## config.mk

```make
export PLATFORM = sky130hd
export DESIGN_NAME = rom_arbiter
export DESIGN_NICKNAME = d
export VERILOG_FILES = /design/src/rtl/rom_arbiter.sv
export SDC_FILE = /design/constraint.sdc
export NUM_CORES = 1
export LEC_CHECK = 0
export ABC_CLOCK_PERIOD_IN_PS = 4300
export CORE_MARGIN = 3
export CORE_UTILIZATION = 50
export CTS_BUF_LIST = sky130_fd_sc_hd__clkbuf_16
export DETAILED_ROUTE_END_ITERATION = 12
export PLACE_DENSITY = 0.95
export SLEW_MARGIN = 25
export SYNTH_ARGS = -nofsm -noshare
export SYNTH_HDL_FRONTEND = slang
export SYNTH_SLANG_ARGS = --single-unit
```

## constraint.sdc

```tcl
create_clock -name clk -period 4.3 [get_ports clk]
set_clock_uncertainty 0.2 [all_clocks]
set_input_delay 0.43 -clock clk [delete_from_list [all_inputs] [get_ports clk]]
set_output_delay 0.43 -clock clk [all_outputs]
set_load 0.005 [all_outputs]
```

## src/rtl/rom_arbiter.sv

```systemverilog
// -----------------------------------------------------------------------------
// rom_arbiter
//
// Shares one synchronous ROM between NUM_REQ burst readers. In IDLE a
// round-robin pick selects one requester, its start address goes straight to
// the ROM in that cycle and the burst length is latched. In BURST the block
// walks the remaining addresses, one per cycle, with no new grants. Each
// issued address carries an {owner, last} tag through a two-stage pipeline, so
// the response reaches the requester exactly two cycles after the address.
//
// Ports
//   clk        in   single clock, all state on the rising edge
//   rst        in   asynchronous, active-high reset
//   req_valid  in   [NUM_REQ]             per-requester read request
//   req_addr   in   [NUM_REQ*ADDR_WIDTH]  start address, slice i = requester i
//   req_len    in   [NUM_REQ*LEN_WIDTH]   burst words minus one, slice i
//   req_ready  out  [NUM_REQ]             one-hot acceptance (combinational)
//   rom_addr   out  [ADDR_WIDTH]          address to the synchronous ROM
//   rom_data   in   [DATA_WIDTH]          ROM data, one cycle after rom_addr
//   rsp_valid  out  [NUM_REQ]             one-hot owner of rsp_data
//   rsp_data   out  [DATA_WIDTH]          returned word
//   rsp_last   out                        final word of a burst
// -----------------------------------------------------------------------------
module rom_arbiter #(
    parameter int NUM_REQ    = 4,
    parameter int ADDR_WIDTH = 8,
    parameter int DATA_WIDTH = 8,
    parameter int LEN_WIDTH  = 4
) (
    input  logic                          clk,
    input  logic                          rst,
    input  logic [NUM_REQ-1:0]            req_valid,
    input  logic [NUM_REQ*ADDR_WIDTH-1:0] req_addr,
    input  logic [NUM_REQ*LEN_WIDTH-1:0]  req_len,
    output logic [NUM_REQ-1:0]            req_ready,
    output logic [ADDR_WIDTH-1:0]         rom_addr,
    input  logic [DATA_WIDTH-1:0]         rom_data,
    output logic [NUM_REQ-1:0]            rsp_valid,
    output logic [DATA_WIDTH-1:0]         rsp_data,
    output logic                          rsp_last
);

    localparam int IDX_W = (NUM_REQ > 1) ? $clog2(NUM_REQ) : 1;

    localparam logic [0:0] ST_IDLE  = 1'b0;
    localparam logic [0:0] ST_BURST = 1'b1;

    localparam logic [ADDR_WIDTH-1:0] ADDR_ONE  = {{(ADDR_WIDTH-1){1'b0}}, 1'b1};
    localparam logic [LEN_WIDTH-1:0]  LEN_ZERO  = {LEN_WIDTH{1'b0}};
    localparam logic [LEN_WIDTH-1:0]  LEN_ONE   = {{(LEN_WIDTH-1){1'b0}}, 1'b1};
    localparam logic [IDX_W-1:0]      IDX_ZERO  = {IDX_W{1'b0}};
    localparam logic [IDX_W-1:0]      IDX_ONE   = {{(IDX_W-1){1'b0}}, 1'b1};
    localparam logic [IDX_W-1:0]      IDX_LAST  = IDX_W'(NUM_REQ - 1);

    // -------------------------------------------------------------------------
    // Helper functions
    // -------------------------------------------------------------------------

    // First valid requester at or after ptr, wrapping modulo NUM_REQ.
    function automatic logic [IDX_W-1:0] rr_pick(
        input logic [NUM_REQ-1:0] valid,
        input logic [IDX_W-1:0]   ptr
    );
        logic [IDX_W-1:0] pick;
        logic             found;
        int               idx;
        pick  = ptr;
        found = 1'b0;
        for (int k = 0; k < NUM_REQ; k++) begin
            idx = (int'(ptr) + k) % NUM_REQ;
            if (!found && valid[idx]) begin
                pick  = IDX_W'(idx);
                found = 1'b1;
            end else begin
                found = found;
            end
        end
        return pick;
    endfunction

    // Pointer to the requester following idx, wrapping modulo NUM_REQ.
    function automatic logic [IDX_W-1:0] rr_next(input logic [IDX_W-1:0] idx);
        logic [IDX_W-1:0] nxt;
        if (idx == IDX_LAST) begin
            nxt = IDX_ZERO;
        end else begin
            nxt = idx + IDX_ONE;
        end
        return nxt;
    endfunction

    // Index to one-hot vector of NUM_REQ bits.
    function automatic logic [NUM_REQ-1:0] to_onehot(input logic [IDX_W-1:0] idx);
        logic [NUM_REQ-1:0] vec;
        vec      = {NUM_REQ{1'b0}};
        vec[idx] = 1'b1;
        return vec;
    endfunction

    // -------------------------------------------------------------------------
    // State
    // -------------------------------------------------------------------------
    logic [0:0]            r_state;
    logic [IDX_W-1:0]      r_rr;
    logic [IDX_W-1:0]      r_owner;
    logic [ADDR_WIDTH-1:0] r_addr;
    logic [LEN_WIDTH-1:0]  r_remaining;
    logic [ADDR_WIDTH-1:0] r_rom_addr;

    // Tag pipeline stage 1 (aligned with rom_data) and output stage.
    logic                  r_s1_valid;
    logic [IDX_W-1:0]      r_s1_owner;
    logic                  r_s1_last;
    logic [NUM_REQ-1:0]    r_rsp_valid;
    logic [DATA_WIDTH-1:0] r_rsp_data;
    logic                  r_rsp_last;

    // -------------------------------------------------------------------------
    // Combinational issue logic
    // -------------------------------------------------------------------------
    logic                  w_any_req;
    logic [IDX_W-1:0]      w_grant_idx;
    logic [ADDR_WIDTH-1:0] w_sel_addr;
    logic [LEN_WIDTH-1:0]  w_sel_len;
    logic                  w_issue;
    logic [ADDR_WIDTH-1:0] w_issue_addr;
    logic [IDX_W-1:0]      w_issue_owner;
    logic                  w_issue_last;
    logic [NUM_REQ-1:0]    w_req_ready;
    logic [ADDR_WIDTH-1:0] w_rom_addr;

    // Round-robin winner and the request fields it selects.
    always_comb begin
        w_any_req   = |req_valid;
        w_grant_idx = rr_pick(req_valid, r_rr);
        w_sel_addr  = req_addr[int'(w_grant_idx)*ADDR_WIDTH +: ADDR_WIDTH];
        w_sel_len   = req_len[int'(w_grant_idx)*LEN_WIDTH +: LEN_WIDTH];
    end

    // Decide whether an address goes to the ROM this cycle and with which tag.
    // Reset gates issue so req_ready and rom_addr stay quiet while rst is high.
    always_comb begin
        w_issue       = 1'b0;
        w_issue_addr  = r_rom_addr;
        w_issue_owner = r_owner;
        w_issue_last  = 1'b0;
        w_req_ready   = {NUM_REQ{1'b0}};
        case (r_state)
            ST_IDLE: begin
                if (w_any_req && !rst) begin
                    w_issue       = 1'b1;
                    w_issue_addr  = w_sel_addr;
                    w_issue_owner = w_grant_idx;
                    w_issue_last  = (w_sel_len == LEN_ZERO);
                    w_req_ready   = to_onehot(w_grant_idx);
                end else begin
                    w_issue = 1'b0;
                end
            end
            ST_BURST: begin
                // remaining is never zero here; 1 means this is the final word
                if (!rst) begin
                    w_issue       = 1'b1;
                    w_issue_addr  = r_addr;
                    w_issue_owner = r_owner;
                    w_issue_last  = (r_remaining == LEN_ONE);
                end else begin
                    w_issue = 1'b0;
                end
            end
            default: begin
                w_issue = 1'b0;
            end
        endcase
        // rom_addr holds the last issued address when nothing is issued
        if (w_issue) begin
            w_rom_addr = w_issue_addr;
        end else begin
            w_rom_addr = r_rom_addr;
        end
    end

    assign req_ready = w_req_ready;
    assign rom_addr  = w_rom_addr;

    // -------------------------------------------------------------------------
    // Sequential logic
    // -------------------------------------------------------------------------

    // Arbitration FSM, round-robin pointer and burst address/length counters.
    always_ff @(posedge clk or posedge rst) begin
        if (rst) begin
            r_state     <= ST_IDLE;
            r_rr        <= IDX_ZERO;
            r_owner     <= IDX_ZERO;
            r_addr      <= {ADDR_WIDTH{1'b0}};
            r_remaining <= LEN_ZERO;
        end else begin
            case (r_state)
                ST_IDLE: begin
                    if (w_any_req) begin
                        r_owner     <= w_grant_idx;
                        r_addr      <= w_sel_addr + ADDR_ONE;
                        r_remaining <= w_sel_len;
                        r_rr        <= rr_next(w_grant_idx);
                        if (w_sel_len == LEN_ZERO) begin
                            r_state <= ST_IDLE;
                        end else begin
                            r_state <= ST_BURST;
                        end
                    end else begin
                        r_state <= ST_IDLE;
                    end
                end
                ST_BURST: begin
                    r_addr      <= r_addr + ADDR_ONE;
                    r_remaining <= r_remaining - LEN_ONE;
                    if (r_remaining == LEN_ONE) begin
                        r_state <= ST_IDLE;
                    end else begin
                        r_state <= ST_BURST;
                    end
                end
                default: begin
                    r_state <= ST_IDLE;
                end
            endcase
        end
    end

    // Remember the last issued ROM address so it can be held on idle cycles.
    always_ff @(posedge clk or posedge rst) begin
        if (rst) begin
            r_rom_addr <= {ADDR_WIDTH{1'b0}};
        end else if (w_issue) begin
            r_rom_addr <= w_issue_addr;
        end else begin
            r_rom_addr <= r_rom_addr;
        end
    end

    // Tag stage 1: travels alongside the ROM's own one-cycle read latency.
    always_ff @(posedge clk or posedge rst) begin
        if (rst) begin
            r_s1_valid <= 1'b0;
            r_s1_owner <= IDX_ZERO;
            r_s1_last  <= 1'b0;
        end else begin
            r_s1_valid <= w_issue;
            if (w_issue) begin
                r_s1_owner <= w_issue_owner;
                r_s1_last  <= w_issue_last;
            end else begin
                r_s1_owner <= r_s1_owner;
                r_s1_last  <= r_s1_last;
            end
        end
    end

    // Output stage: register ROM data together with the decoded tag.
    always_ff @(posedge clk or posedge rst) begin
        if (rst) begin
            r_rsp_valid <= {NUM_REQ{1'b0}};
            r_rsp_data  <= {DATA_WIDTH{1'b0}};
            r_rsp_last  <= 1'b0;
        end else begin
            if (r_s1_valid) begin
                r_rsp_valid <= to_onehot(r_s1_owner);
                r_rsp_data  <= rom_data;
                r_rsp_last  <= r_s1_last;
            end else begin
                r_rsp_valid <= {NUM_REQ{1'b0}};
                r_rsp_data  <= r_rsp_data;
                r_rsp_last  <= 1'b0;
            end
        end
    end

    assign rsp_valid = r_rsp_valid;
    assign rsp_data  = r_rsp_data;
    assign rsp_last  = r_rsp_last;

endmodule

```

==> metrics.csv <==
metric;value;unit
hold_path_class;register to register;
dpl.cell_count;443;
root_buffer;clkbuf_16;
postRouteAntennaNets;0;
wl_per_cell;16.6;um
outcome;completed;
synth_most_common_cell;nand2_1;
dieArea;6370;um^2
yosysTopAreaCellShare;38.5;%
synth-seq-cells;42;
finalMaxSlewViolations;0;
syn_avg_cell_area;9.21;um^2
synth_area_leaders;dfrtp_1 39%, nand2_1 6.3%, mux2_2 6.2%, nand3_1 4.6%, o21ai_0 3.5%;
final_nets;449;
grtUsageTotal;24.2;%
num_vias;2626;
max_clock_freq;252;MHz
hold_viol_final;0;
worstPathRequired;3.67;ns
synth-edff-count;0;
post-dp-hpwl;5610;um
synth_area_leader_cell;dfrtp_1;
wl;7480;um
final_cell_count_no_fill;451;
clock-sinks;42;
placed_area;3650;um^2
min_period;3.97;ns
clkTransAtPathRegs;0.06;ns
core;5200;um^2
die_y;79.8;um
clkLatencyLatePin;0.27;ns
period_share;92.4;%
clockBufferDepth;2;
critPathKind;input port to output port;
cts_tree;built;
synth_common_cells;46 x nand2_1, 42 x dfrtp_1, 25 x nand3_1;
start_util;52.4;%
synth_flop_cell;dfrtp_1;
drt_iter0_drc;226;
relSlewSlack;56.5;%
antenna_cells;0;
p_leak;1.61;nW
numPortBuffers;86;
drv_cap;0;
fin_tns_setup;0;ns
grt_pass1_vias;2642;
ios;87;
grt_max_degree;43;
startpoint_type;input port;
fillers;369;
cp_data_arrival_time;3.34;ns
power.density;599;nW/um^2
netlist_area;2730;um^2
viasPerCell;5.82;
grt_pass1_wl;12200;um
area_growth;40.0;%
grt_overflow;0;
ir_worst_vdd;0.351;mV
synth.yosys.warnings;0;
firstDrtPassIters;4;
setup_viol;0;
layout-drive-gt1-share;13.1;%
cts.repair.resized;0;
antenna_found_initial;0;
worst_pin_slew;0.649;ns
postLayoutCellArea;3820;um^2
htreeDepth;2;
seq_area_frac_synth;38.5;%
row_count;26;
synth_cell_types;59;
rsz0062_at_grt;false;
synthesis.nets;365;
synthCells;296;
async_reset_ff_share;100;%
worstPathMaxFanout;9;
post_cts_buffers;0;
globalplace.congestion;0.872;
drc;0;
fp.dieW;79.8;um
numCtsBuffers;5;
hold_buffers;0;
rrSetupSlack;1.21;ns
cp-end-kind;output port;
per-stage QoR:
| stage | hold WS, ns | utilization, % | total power, mW | setup WS, ns |
|---|---|---|---|---|
| 4_1_cts | 0.292 | 73.3 | 2.29 | 0.333 |
| 5_1_grt | 0.312 | 73.3 | 2.45 | 0.0895 |
| 2_1_floorplan | 0.250 | - | 1.49 | 1.36 |
| 6_report | 0.288 | 73.3 | 2.29 | 0.326 |
| 3_5_place_dp | 0.271 | 70.2 | 1.86 | 0.334 |
| 3_3_place_gp | 0.262 | 70.2 | 1.81 | 0.443 |
cells in the final DEF, fill, tap and decap left out, types with 6 or more instances in the layout:
cell	n
clkdlybuf4s50_1	86
nand2_1	46
dfrtp_1	42
nand3_1	25
o21ai_0	19
mux2_2	15
nor2_1	14
a22oi_1	10
nand2b_1	9
ha_1	7
buf_4	7
inv_1	6
nand4_1	6
a32oi_1	6
kinds of logic after synthesis:
family	share of synthesized area [%]
compound gates	17.4
xor+xnor	1.93
fa+ha+maj	3.21
buf+inv	4.18
flops	38.5
mux	8.81
simple gates	25.9
final cells by class:
type	instances	area (um^2)	share of cell area [%]
Timing Repair Buffer	93	913	23.9
Clock inverter	3	37.5	0.984
Tap cell	70	87.6	2.30
Inverter	7	33.8	0.885
Multi-Input combinational cell	231	1570	41.1
Clock buffer	5	125	3.28
Sequential cell	42	1050	27.5
worst max-delay path: stages:
cell and delay (ns):
clkdlybuf4s50_1 0.65, nor2_1 0.15, a2111oi_4 0.53, nor2_4 0.17
mux2_2 0.32, or2_2 0.28, a32oi_1 0.20, o21ai_0 0.14
clkdlybuf4s50_1 0.48
path summary, 6_finish.rpt:
| path | startpoint | endpoint | cells past startpoint |
|---|---|---|---|
| setup / recovery | req_valid[1] | rom_addr[3] | 9 |
| hold / removal | r_s1_last$_DFFE_PP0N_ | rsp_last$_DFF_PP0_ | 1 |
| setup reg to reg | r_rr[1]$_DFFE_PP0P_ | r_addr[7]$_DFFE_PP0P_ | 9 |
| hold reg to reg | r_s1_last$_DFFE_PP0N_ | rsp_last$_DFF_PP0_ | 1 |
| max in group asynchronous | rst | r_rom_addr[3]$_DFF_PP0_ | 4 |
| min in group asynchronous | rst | r_rr[0]$_DFFE_PP0P_ | 4 |
report_power, final:
part           internal (mW)  switching, mW
clock network          0.269          0.140
logic                  0.576          0.631
registers              0.553          0.117
registers in the layout, summed over array words and instances, names as in the netlist:
name	flops
rsp_last	1
r_state	1
r_s1_owner	2
r_owner	2
rsp_valid	4
r_rr	2
r_remaining	4
r_s1_valid	1
r_rom_addr	8
rsp_data	8
r_s1_last	1
r_addr	8
metal layers:
| metal | routed length (um) | track usage [%] | up-vias |
|---|---|---|---|
| li1 | - | - | 1244 |
| met1 | 3060 | 29.4 | 1256 |
| met2 | 3810 | 42.5 | 106 |
| met3 | 431 | 4.74 | 20 |
| met4 | 177 | 8.28 | 0 |
| met5 | 0 | 0 | - |
Note: power is estimated with default switching activity, not from simulation.
